===== src/rtl/tx_uart_if.sv =====
// tx_uart_if: host-side byte strobe and serial line status of the 8N1 transmitter
interface tx_uart_if;
  logic [15:0] baud_div;
  logic        start_tx;
  logic [7:0]  data_in;
  logic        tx_pin;
  logic        tx_started;
  logic        tx_done;
  modport master (output baud_div, start_tx, data_in, input tx_pin, tx_started, tx_done);
  modport slave  (input baud_div, start_tx, data_in, output tx_pin, tx_started, tx_done);
endinterface


===== src/rtl/tx_uart.sv =====
// tx_uart: 8N1 LSB-first UART transmitter with runtime bit period and registered strobes
module tx_uart (
  input  logic       clk,
  input  logic       rst_n,
  tx_uart_if.slave   bus
);
  typedef enum logic [1:0] {IDLE, START, DATA, STOP} state_t;
  state_t      state_q, state_d;
  logic [15:0] cnt_q, cnt_d, div_q, div_d;
  logic [7:0]  shift_q, shift_d;
  logic [2:0]  idx_q, idx_d;
  logic        pin_q, pin_d, started_q, started_d, done_q, done_d;
  logic        bit_end;
  assign bit_end = cnt_q == 16'd0;
  always_comb begin
    state_d   = state_q;
    cnt_d     = cnt_q - 16'd1;
    div_d     = div_q;
    shift_d   = shift_q;
    idx_d     = idx_q;
    pin_d     = pin_q;
    started_d = 1'b0;
    done_d    = 1'b0;
    case (state_q)
      IDLE: begin
        cnt_d = cnt_q;
        pin_d = 1'b1;
        if (bus.start_tx) begin
          state_d   = START;
          cnt_d     = bus.baud_div;
          div_d     = bus.baud_div;
          shift_d   = bus.data_in;
          idx_d     = 3'd0;
          pin_d     = 1'b0;
          started_d = 1'b1;
        end
      end
      START: if (bit_end) begin
        state_d = DATA;
        cnt_d   = div_q;
        pin_d   = shift_q[0];
      end
      DATA: if (bit_end) begin
        // line value is registered, so present the next bit one edge ahead
        cnt_d   = div_q;
        shift_d = shift_q >> 1;
        idx_d   = idx_q + 3'd1;
        state_d = (idx_q == 3'd7) ? STOP : DATA;
        pin_d   = (idx_q == 3'd7) ? 1'b1 : shift_q[1];
      end
      STOP: if (bit_end) begin
        state_d = IDLE;
        cnt_d   = 16'd0;
        pin_d   = 1'b1;
        done_d  = 1'b1;
      end
      default: state_d = IDLE;
    endcase
  end
  always_ff @(posedge clk) begin
    if (!rst_n) begin
      state_q   <= IDLE;
      cnt_q     <= 16'd0;
      div_q     <= 16'd0;
      shift_q   <= 8'd0;
      idx_q     <= 3'd0;
      pin_q     <= 1'b1;
      started_q <= 1'b0;
      done_q    <= 1'b0;
    end else begin
      state_q   <= state_d;
      cnt_q     <= cnt_d;
      div_q     <= div_d;
      shift_q   <= shift_d;
      idx_q     <= idx_d;
      pin_q     <= pin_d;
      started_q <= started_d;
      done_q    <= done_d;
    end
  end
  assign bus.tx_pin     = pin_q;
  assign bus.tx_started = started_q;
  assign bus.tx_done    = done_q;
endmodule


===== src/flat_wrapper.sv =====
// flat-port wrapper written by rule: the top's interface ports become plain ports
module tx_uart_flat 
  (clk, rst_n, bus_baud_div, bus_start_tx, bus_data_in, bus_tx_pin, bus_tx_started, bus_tx_done);
  tx_uart_if bus_i ();
  input  logic clk;
  input  logic rst_n;
  input wire logic [$bits(bus_i.baud_div)-1:0] bus_baud_div;
  input wire logic [$bits(bus_i.start_tx)-1:0] bus_start_tx;
  input wire logic [$bits(bus_i.data_in)-1:0] bus_data_in;
  output wire logic [$bits(bus_i.tx_pin)-1:0] bus_tx_pin;
  output wire logic [$bits(bus_i.tx_started)-1:0] bus_tx_started;
  output wire logic [$bits(bus_i.tx_done)-1:0] bus_tx_done;
  assign bus_i.baud_div = bus_baud_div;
  assign bus_i.start_tx = bus_start_tx;
  assign bus_i.data_in = bus_data_in;
  assign bus_tx_pin = bus_i.tx_pin;
  assign bus_tx_started = bus_i.tx_started;
  assign bus_tx_done = bus_i.tx_done;
  tx_uart u_core (.clk(clk), .rst_n(rst_n), .bus(bus_i));
endmodule

===== config.mk =====
export PLATFORM = sky130hd
export DESIGN_NAME = tx_uart_flat
export DESIGN_NICKNAME = d
export VERILOG_FILES = /design/src/rtl/tx_uart_if.sv /design/src/rtl/tx_uart.sv /design/src/flat_wrapper.sv
export SDC_FILE = /design/constraint.sdc
export NUM_CORES = 1
export LEC_CHECK = 0
export CAP_MARGIN = 10
export CORE_MARGIN = 10
export CORE_UTILIZATION = 35
export DETAILED_ROUTE_END_ITERATION = 10
export SLEW_MARGIN = 20
export SYNTH_ARGS = -nofsm -noshare
export SYNTH_HDL_FRONTEND = slang
export SYNTH_SLANG_ARGS = --single-unit

===== constraint.sdc =====
create_clock -name clk -period 5.8 [get_ports clk]
set_input_delay 1.74 -clock clk [delete_from_list [all_inputs] [get_ports clk]]
set_output_delay 1.74 -clock clk [all_outputs]
set_load 0.02 [all_outputs]

Word-level counts from Yosys, hierarchy flattened
Index checks and enable logic that the tools add are counted.

word-level totals
  word-level logic and storage cells = 52
  register bits after elaboration = 48
  output and inout bits = 3
  bits of input ports = 27

cells by class
  mux-type cells = 24
  equal/unequal tests = 8
  reduce and logical (&&, ||, !) cells = 10
  add/subtract/negate cells = 2

operators with widths
  kind                   number
  $mux 16                3
  $pmux 16 s3            1
  $logic_not 16->1       1
  $mux 8                 2
  $pmux 8 s2             1
  $sub 16x1->16 const B  1
  $mux 1                 8
  $mux 2                 4
  $pmux 2 s4             1
  $mux 3                 2
  $ne 2x1->1 const B     3
  $pmux 3 s2             1
  $reduce_and 2->1       3
  $reduce_and 3->1       2
  $eq 2x2->1 const B     2
  $pmux 1 s4             1
  $reduce_and 4->1       1
  $add 3x1->3 const B    1
  $eq 3x3->1 const B     1
  $eq 2x1->1 const B     1
  $logic_not 2->1        1
  $ne 2x2->1 const B     1
  $reduce_bool 2->1      1
  $reduce_or 2->1        1

Logic depth before layout (Yosys ltp)
Gate-level depths: netlist (run 1).

  depth in word-level cells = 4
  mapped depth = 8
  mapped depth without buffers = 7

Worst setup path before layout (run 1)
OpenSTA, ideal clock, no wires.

  path kind = in2reg
  start point = in bus_start_tx
  end point = reg u_core.cnt_q[10]
  setup time = 130 ps
  arrival = 2858 ps
  path buffers = 2
  path slack = 2812 ps
  stages = 4
  data required time = 5670 ps
  cell sequence = buf_1 clkbuf_1 mux2i_1 o32ai_1

between the ends
  word-level cells in the longest chain between the ends = 1

ends and longest elaborated chain
  element                      RTL line           source
  from (decl)                  flat_wrapper.sv:8  input wire logic [$bits(bus_i.start_tx)-1:0] bus_start_tx;
  $ne 2x2->1 (no source line)  --
  to (signal assigned)         tx_uart.sv:72      cnt_q <= cnt_d;
  to (decl)                    tx_uart.sv:9       logic [15:0] cnt_q, cnt_d, div_q, div_d;

Every way passes these cells.
A chain may end at the register's enable or synchronous reset.

Worst setup path after layout (run 1)
  start point = in bus_start_tx
  end point = reg u_core.pin_q, in the netlist u_core.bus.tx_pin

between the ends
  word-level cells in the longest chain between the ends = 2

ends and longest elaborated chain
  element               RTL line       source
  $mux 1                tx_uart.sv:28  if (bus.start_tx) begin
  $pmux 1 s4            tx_uart.sv:24  case (state_q)
  to (signal assigned)  tx_uart.sv:76  pin_q <= pin_d;
  to (decl)             tx_uart.sv:12  logic pin_q, pin_d, started_q, started_d, done_q, done_d;

Every way passes these cells.

==> results of run 1 <==
==> per-stage QoR <==
stage | total power, mW | setup slack (ns) | util [%]
floorplan | 1.24 | 2.81 | -
global placement | 1.41 | 1.88 | 40.8
detailed placement | 1.42 | 1.81 | 40.8
CTS | 1.61 | 2.15 | 41.9
global route | 1.76 | 2.01 | 41.9
finish | 1.60 | 2.15 | 41.9
==> placed cells by master (no fill, tap or decap), types with 4 or more instances in the layout <==
master / Yosys / layout
a21boi_0: 18 / 18
nor2b_1: 4 / 4
dfxtp_1: 48 / 48
clkdlybuf4s50_1: 0 / 29
xnor2_1: 10 / 10
clkbuf_8: 0 / 5
nor2_1: 23 / 23
and2_1: 5 / 5
and3_1: 4 / 4
nand3_1: 5 / 5
mux2i_1: 23 / 23
o21ai_0: 7 / 7
ha_1: 8 / 8
nand2_1: 58 / 58
inv_1: 4 / 4
a21oi_1: 12 / 12
o211a_1: 8 / 8
o32ai_1: 6 / 6
==> power groups by stage <==
stage / clock network [mW] / logic (mW) / registers (mW)
final: 0.190 / 0.887 / 0.521
after global routing: 0.211 / 1.02 / 0.535
after CTS: 0.198 / 0.894 / 0.521
after detailed placement: 0 / 0.888 / 0.529
after global placement: 0 / 0.880 / 0.526
after floorplan: 0 / 0.733 / 0.510
==> layout make-up <==
cell class              count  area, sq um
repair buffers             31          305
inverters                   4         15.0
multi-input cells         234         1570
well taps                  99          124
clock inverters             1         5.00
clock buffers               6         72.6
flip-flops and latches     48          961
fillers                   756         4240
==> registers in the layout, indices dropped and copies added (netlist names) <==
register	cells
u_core.bus.tx_pin	1
u_core.div_q	16
u_core.state_q	2
u_core.idx_q	3
u_core.bus.tx_done	1
u_core.bus.tx_started	1
u_core.cnt_q	16
u_core.shift_q	8
==> worst max path at each step <==
stage	startpoint	to	slack [ns]
final	bus_start_tx	u_core.bus.tx_pin$_SDFFE_PN1P_	2.15
after global placement	bus_start_tx	u_core.bus.tx_pin$_SDFFE_PN1P_	1.88
after global routing	bus_start_tx	u_core.div_q[1]$_SDFFE_PN0P_	2.01
after CTS	bus_start_tx	u_core.bus.tx_pin$_SDFFE_PN1P_	2.15
after floorplan	bus_start_tx	u_core.cnt_q[10]$_SDFFE_PN0P_	2.81
after detailed placement	bus_start_tx	u_core.bus.tx_pin$_SDFFE_PN1P_	1.81
==> routing by layer <==
layer / share of wire (%) / vias to the layer above / GRT usage (%)
li1: - / 1114 / -
met1: 50 / 1020 / 14.5
met2: 46 / 23 / 18.0
met3: 2.7 / 4 / 2.75
met4: 1.2 / 0 / 4.45
met5: 0 / - / 0
==> critical path, stage by stage <==
cell	delay [ns]
clkdlybuf4s50_1	0.88
buf_4	0.32
and2_1	0.61
o311ai_0	0.23
==> kinds of logic after synthesis <==
kind of cell,Yosys count
XOR/XNOR,11
flip-flops,48
AO/OA/AOI/OAI,71
buffers and inverters,24
multiplexers,23
AND/OR/NAND/NOR,121
adder cells (fa/ha/maj),8
==> results.tsv, run 1 <==
metric	value	unit
outcome	complete, no violations	
wire_per_inst	14.5	um
synthAdderAreaFrac	3.79	%
antenna_found_initial	0	
synth-xor-area-share	3.65	%
cts_hold_buf	0	
cts_tree	yes	
clk_path_buf_depth	2	
slew_violations	0	
start_util	36.2	%
avgSynthCellArea	8.62	sq um
fin_cells	423	
cp_max_fo	17	
hp-class	flip-flop to flip-flop	
ant_nets	0	
criticalPathCategory	input port to flip-flop	
drt_wl_total	6150	um
finalClockSkew	0.0108	ns
clk_pin_slew	0.09	ns
slew_headroom	46.0	%
synthFlopType	dfxtp_1	
async_flop_share	0	%
cp-end-kind	flip-flop	
switching_power	724	uW
htree_num_levels	2	
cts_root_buffer	clkbuf_8	
drt_iter0_drc	131	
holdPathStages	2	
finalSetupViolations	0	
netlist.area_leader.share	36.4	%
routabilityCongestion	0.788	
hold_viol	0	
fin_crit	3.65	ns
dpl-instance-area	2980	sq um
first_pass_iters	4	
swShare	45.3	%
row_count	31	
diodes	0	
netlist_instances	306	
p_int	873	uW
leakagePower	1.23	nW
r2r-end	u_core.idx_q[2]$_SDFFE_PN0P_	
core	7290	sq um
min-delay-start	u_core.idx_q[1]$_SDFFE_PN0P_	
grt_overflow_total	0	
p_per_area	523	nW/um^2
power_frac_seq	32.6	%
power_frac_comb	55.5	%
critPathArrivalTime	3.81	ns
rsz0062_at_grt	no	
setup_tns	0	ns
muxShareOfSynthArea	8.72	%
dieArea	11400	sq um
vdd_drop_max	0.161	mV
cts_buffers	5	
whs_endpoint	u_core.idx_q[1]$_SDFFE_PN0P_	
ys_seq_elements	48	
yosysWarnings	0	
ys_top_cells_by_count	nand2_1, dfxtp_1, mux2i_1, nor2_1, a21boi_0	
num_vias	2161	
drv_cap	0	
cts_resized	0	
die_width	107	um
synth_compound_area_share	20.1	%
r2r_start	u_core.cnt_q[2]$_SDFFE_PN0P_	
synth_top_family_by_area	simple AND/OR/NAND/NOR gates	
clkSinkCount	48	
die_y	107	um
drc	0	
tightest_slew	0.811	ns
grt_max_degree	42	
io_pins	30	
synth_edf_count	0	
fmax	0.274	GHz
drive_gt1_share	4.63	%
required	5.96	ns
reg2reg_slack	3.17	ns
post_cts_buffers	0	
yosys.area.top_type	dfxtp_1	
place_inst	416	
yosysMostFrequentCell	nand2_1	
synthToLayoutAreaGrowth	15.7	%
io_buffers	29	
yosysSeqAreaShare	36.4	%
synth_fp_nets	341	
synth_cell_type_count	50	
grt_pass1_vias	2199	
hpwl	4230	um
fin_crit_sh	62.9	%
design_area	3050	sq um
insertion_delay	0.30	ns
netlist_area	2640	sq um
p_clk_share	11.9	%
grt_usage	11.3	%
fin_nets	359	
grt_pass1_wl	10700	um
start_kind	input port	
synth.area.top_cells	dfxtp_1, mux2i_1, nand2_1, a21boi_0, ha_1	
synthSimpleGateAreaFrac	23.3	%
via_per_inst	5.11	
ff2ff_path_depth	5	
whs	0.460	ns
Note: power is estimated with default switching activity, not from simulation.
==> inputs of run 2 (changes only) <==
==> constraint.sdc (replaced) <==
create_clock -name clk -period 3.17 [get_ports clk]
set_input_delay 0.951 -clock clk [delete_from_list [all_inputs] [get_ports clk]]
set_output_delay 0.951 -clock clk [all_outputs]
set_load 0.02 [all_outputs]
==> run 2 against run 1 <==
Compared with the run above: count of clock-buffer cells in the layout is the same; final cell count grew 2.1%; critical path type is now flip-flop to flip-flop; utilization grew 1.4 points; global-route usage grew 0.35 points; combinational power grew 93%; clock power grew 150%; highest routed layer unchanged; non-clock buffer count grew 8; sequential cell count is the same; critical endpoint unchanged; first-iteration DRC count shrank 22%; via count grew 4.1%.
==> results.tsv, run 2 (same netlist as run 1, synthesis figures left out) <==
metric	value	unit
outcome	complete, no violations	
min-delay-start	u_core.idx_q[1]$_SDFFE_PN0P_	
cts_tree	yes	
clk_path_buf_depth	2	
cp_max_fo	14	
finalSetupViolations	0	
fmax	0.434	GHz
top_regs	u_core.cnt_q (16), u_core.div_q (16), u_core.shift_q (8)	
crit_chain	inv_1, ha_1, nor3b_1, and4_1, buf_4, nor2_1, o311ai_0	
cts_hold_buf	0	
htree_num_levels	2	
fin_crit_sh	72.6	%
first_pass_iters	4	
fin_cells	432	
ant_nets	0	
cp-end-kind	flip-flop	
layout_commonest_cell	nand2_1	
setup_tns	0	ns
fin_crit	2.30	ns
start_util	36.2	%
grt_pass1_wl	11100	um
drt_wl_total	6420	um
tightest_slew	0.775	ns
cts_resized	0	
antenna_found_initial	0	
critPathArrivalTime	2.50	ns
row_count	31	
slowest_stage	and4_1	
grt_pass1_vias	2278	
hp-class	flip-flop to flip-flop	
insertion_delay	0.30	ns
p_per_area	994	nW/um^2
r2r-end	u_core.bus.tx_pin$_SDFFE_PN1P_	
leakagePower	1.29	nW
whs	0.462	ns
io_pins	30	
cts_root_buffer	clkbuf_8	
drc	0	
register_area	961	sq um
post_cts_buffers	0	
routabilityCongestion	0.809	
max_stage_delay	0.44	ns
criticalPathCategory	flip-flop to flip-flop	
endpoint	u_core.bus.tx_pin$_SDFFE_PN1P_	
fill_cells	776	
fin_nets	367	
critical_path.startpoint	u_core.cnt_q[0]$_SDFFE_PN0P_	
reg2reg_slack	0.87	ns
die_y	107	um
hpwl	4570	um
core	7290	sq um
start_kind	flip-flop	
grt_overflow_total	0	
dieArea	11400	sq um
vdd_drop_max	0.285	mV
ff2ff_path_depth	7	
via_per_inst	5.21	
grt_usage	11.7	%
slew_headroom	48.3	%
grt_max_degree	41	
place_inst	424	
multi_input_area	1570	sq um
cts_buffers	5	
r2r_start	u_core.cnt_q[0]$_SDFFE_PN0P_	
clkSinkCount	48	
rsz0062_at_grt	no	
drv_cap	0	
hold_viol	0	
clk_pin_slew	0.09	ns
final_cell_mix	nand2_1, dfxtp_1, clkdlybuf4s50_1, nor2_1, mux2i_1	
die_width	107	um
drt_iter0_drc	102	
drive_gt1_share	7.51	%
synthToLayoutAreaGrowth	19.7	%
finalClockSkew	0.00634	ns
required	3.37	ns
slew_violations	0	
diodes	0	
power.total	3.14	mW
wire_per_inst	14.9	um
num_vias	2249	
io_buffers	29	
run 2: cell types whose count changed in the layout (fill, tap and decap cells not counted), sizes merged:
cell	change
bufinv	+1
buf	+8
run 2: worst min path at each step:
| stage | to | slack (ns) | cells after the start |
|---|---|---|---|
| 6_report | u_core.idx_q[1]$_SDFFE_PN0P_ | 0.46 | 2 |
| 2_1_floorplan | u_core.idx_q[1]$_SDFFE_PN0P_ | 0.43 | 2 |
| 5_1_grt | u_core.idx_q[1]$_SDFFE_PN0P_ | 0.49 | 2 |
| 3_3_place_gp | u_core.idx_q[1]$_SDFFE_PN0P_ | 0.44 | 2 |
| 4_1_cts | u_core.idx_q[1]$_SDFFE_PN0P_ | 0.47 | 2 |
| 3_5_place_dp | u_core.idx_q[1]$_SDFFE_PN0P_ | 0.45 | 2 |
run 2: power by group:
group | switching (mW) | leakage (nW) | internal, mW | total, mW
sequential | 0.172 | 0.395 | 0.778 | 0.950
combinational | 0.986 | 0.836 | 0.727 | 1.71
clock | 0.217 | 0.0614 | 0.258 | 0.475
run 2: area by class of cell:
cell class              count  share of cell area, %
multi-input cells         234                   49.8
flip-flops and latches     48                   30.4
repair buffers             39                   11.6
well taps                  99                   3.92
clock buffers               6                   2.61
clock inverters             2                   1.23
inverters                   4                  0.475
run 2: worst max-delay path: cells and delay by family, from the launching register on:
| kind | cells | cell delay (ns) |
|---|---|---|
| AO/OA/AOI/OAI | 1 | 0.31 |
| flip-flops | 1 | 0.36 |
| AND/OR/NAND/NOR | 3 | 0.93 |
| buffers and inverters | 2 | 0.39 |
| adder cells (fa/ha/maj) | 1 | 0.21 |
run 2: through the flow:
| stage | worst slack, ns | util [%] | area, sq um |
|---|---|---|---|
| finish | 0.868 | 43.3 | 3160 |
| global route | 0.659 | 43.3 | 3160 |
| CTS | 0.868 | 43.3 | 3160 |
| detailed placement | 0.701 | 41.6 | 3040 |
| global placement | 0.726 | 41.6 | 3040 |
| floorplan | 0.971 | - | 2640 |
run 2: layer usage:
layer | GRT usage, % | share of wire (%) | wire length [um] | up-vias
met5 | 0 | 0 | 0 | -
met4 | 4.16 | 1.4 | 90 | 0
met3 | 2.63 | 2.7 | 172 | 7
met1 | 14.8 | 49 | 3160 | 1084
li1 | - | - | - | 1137
met2 | 19.1 | 47 | 3000 | 21
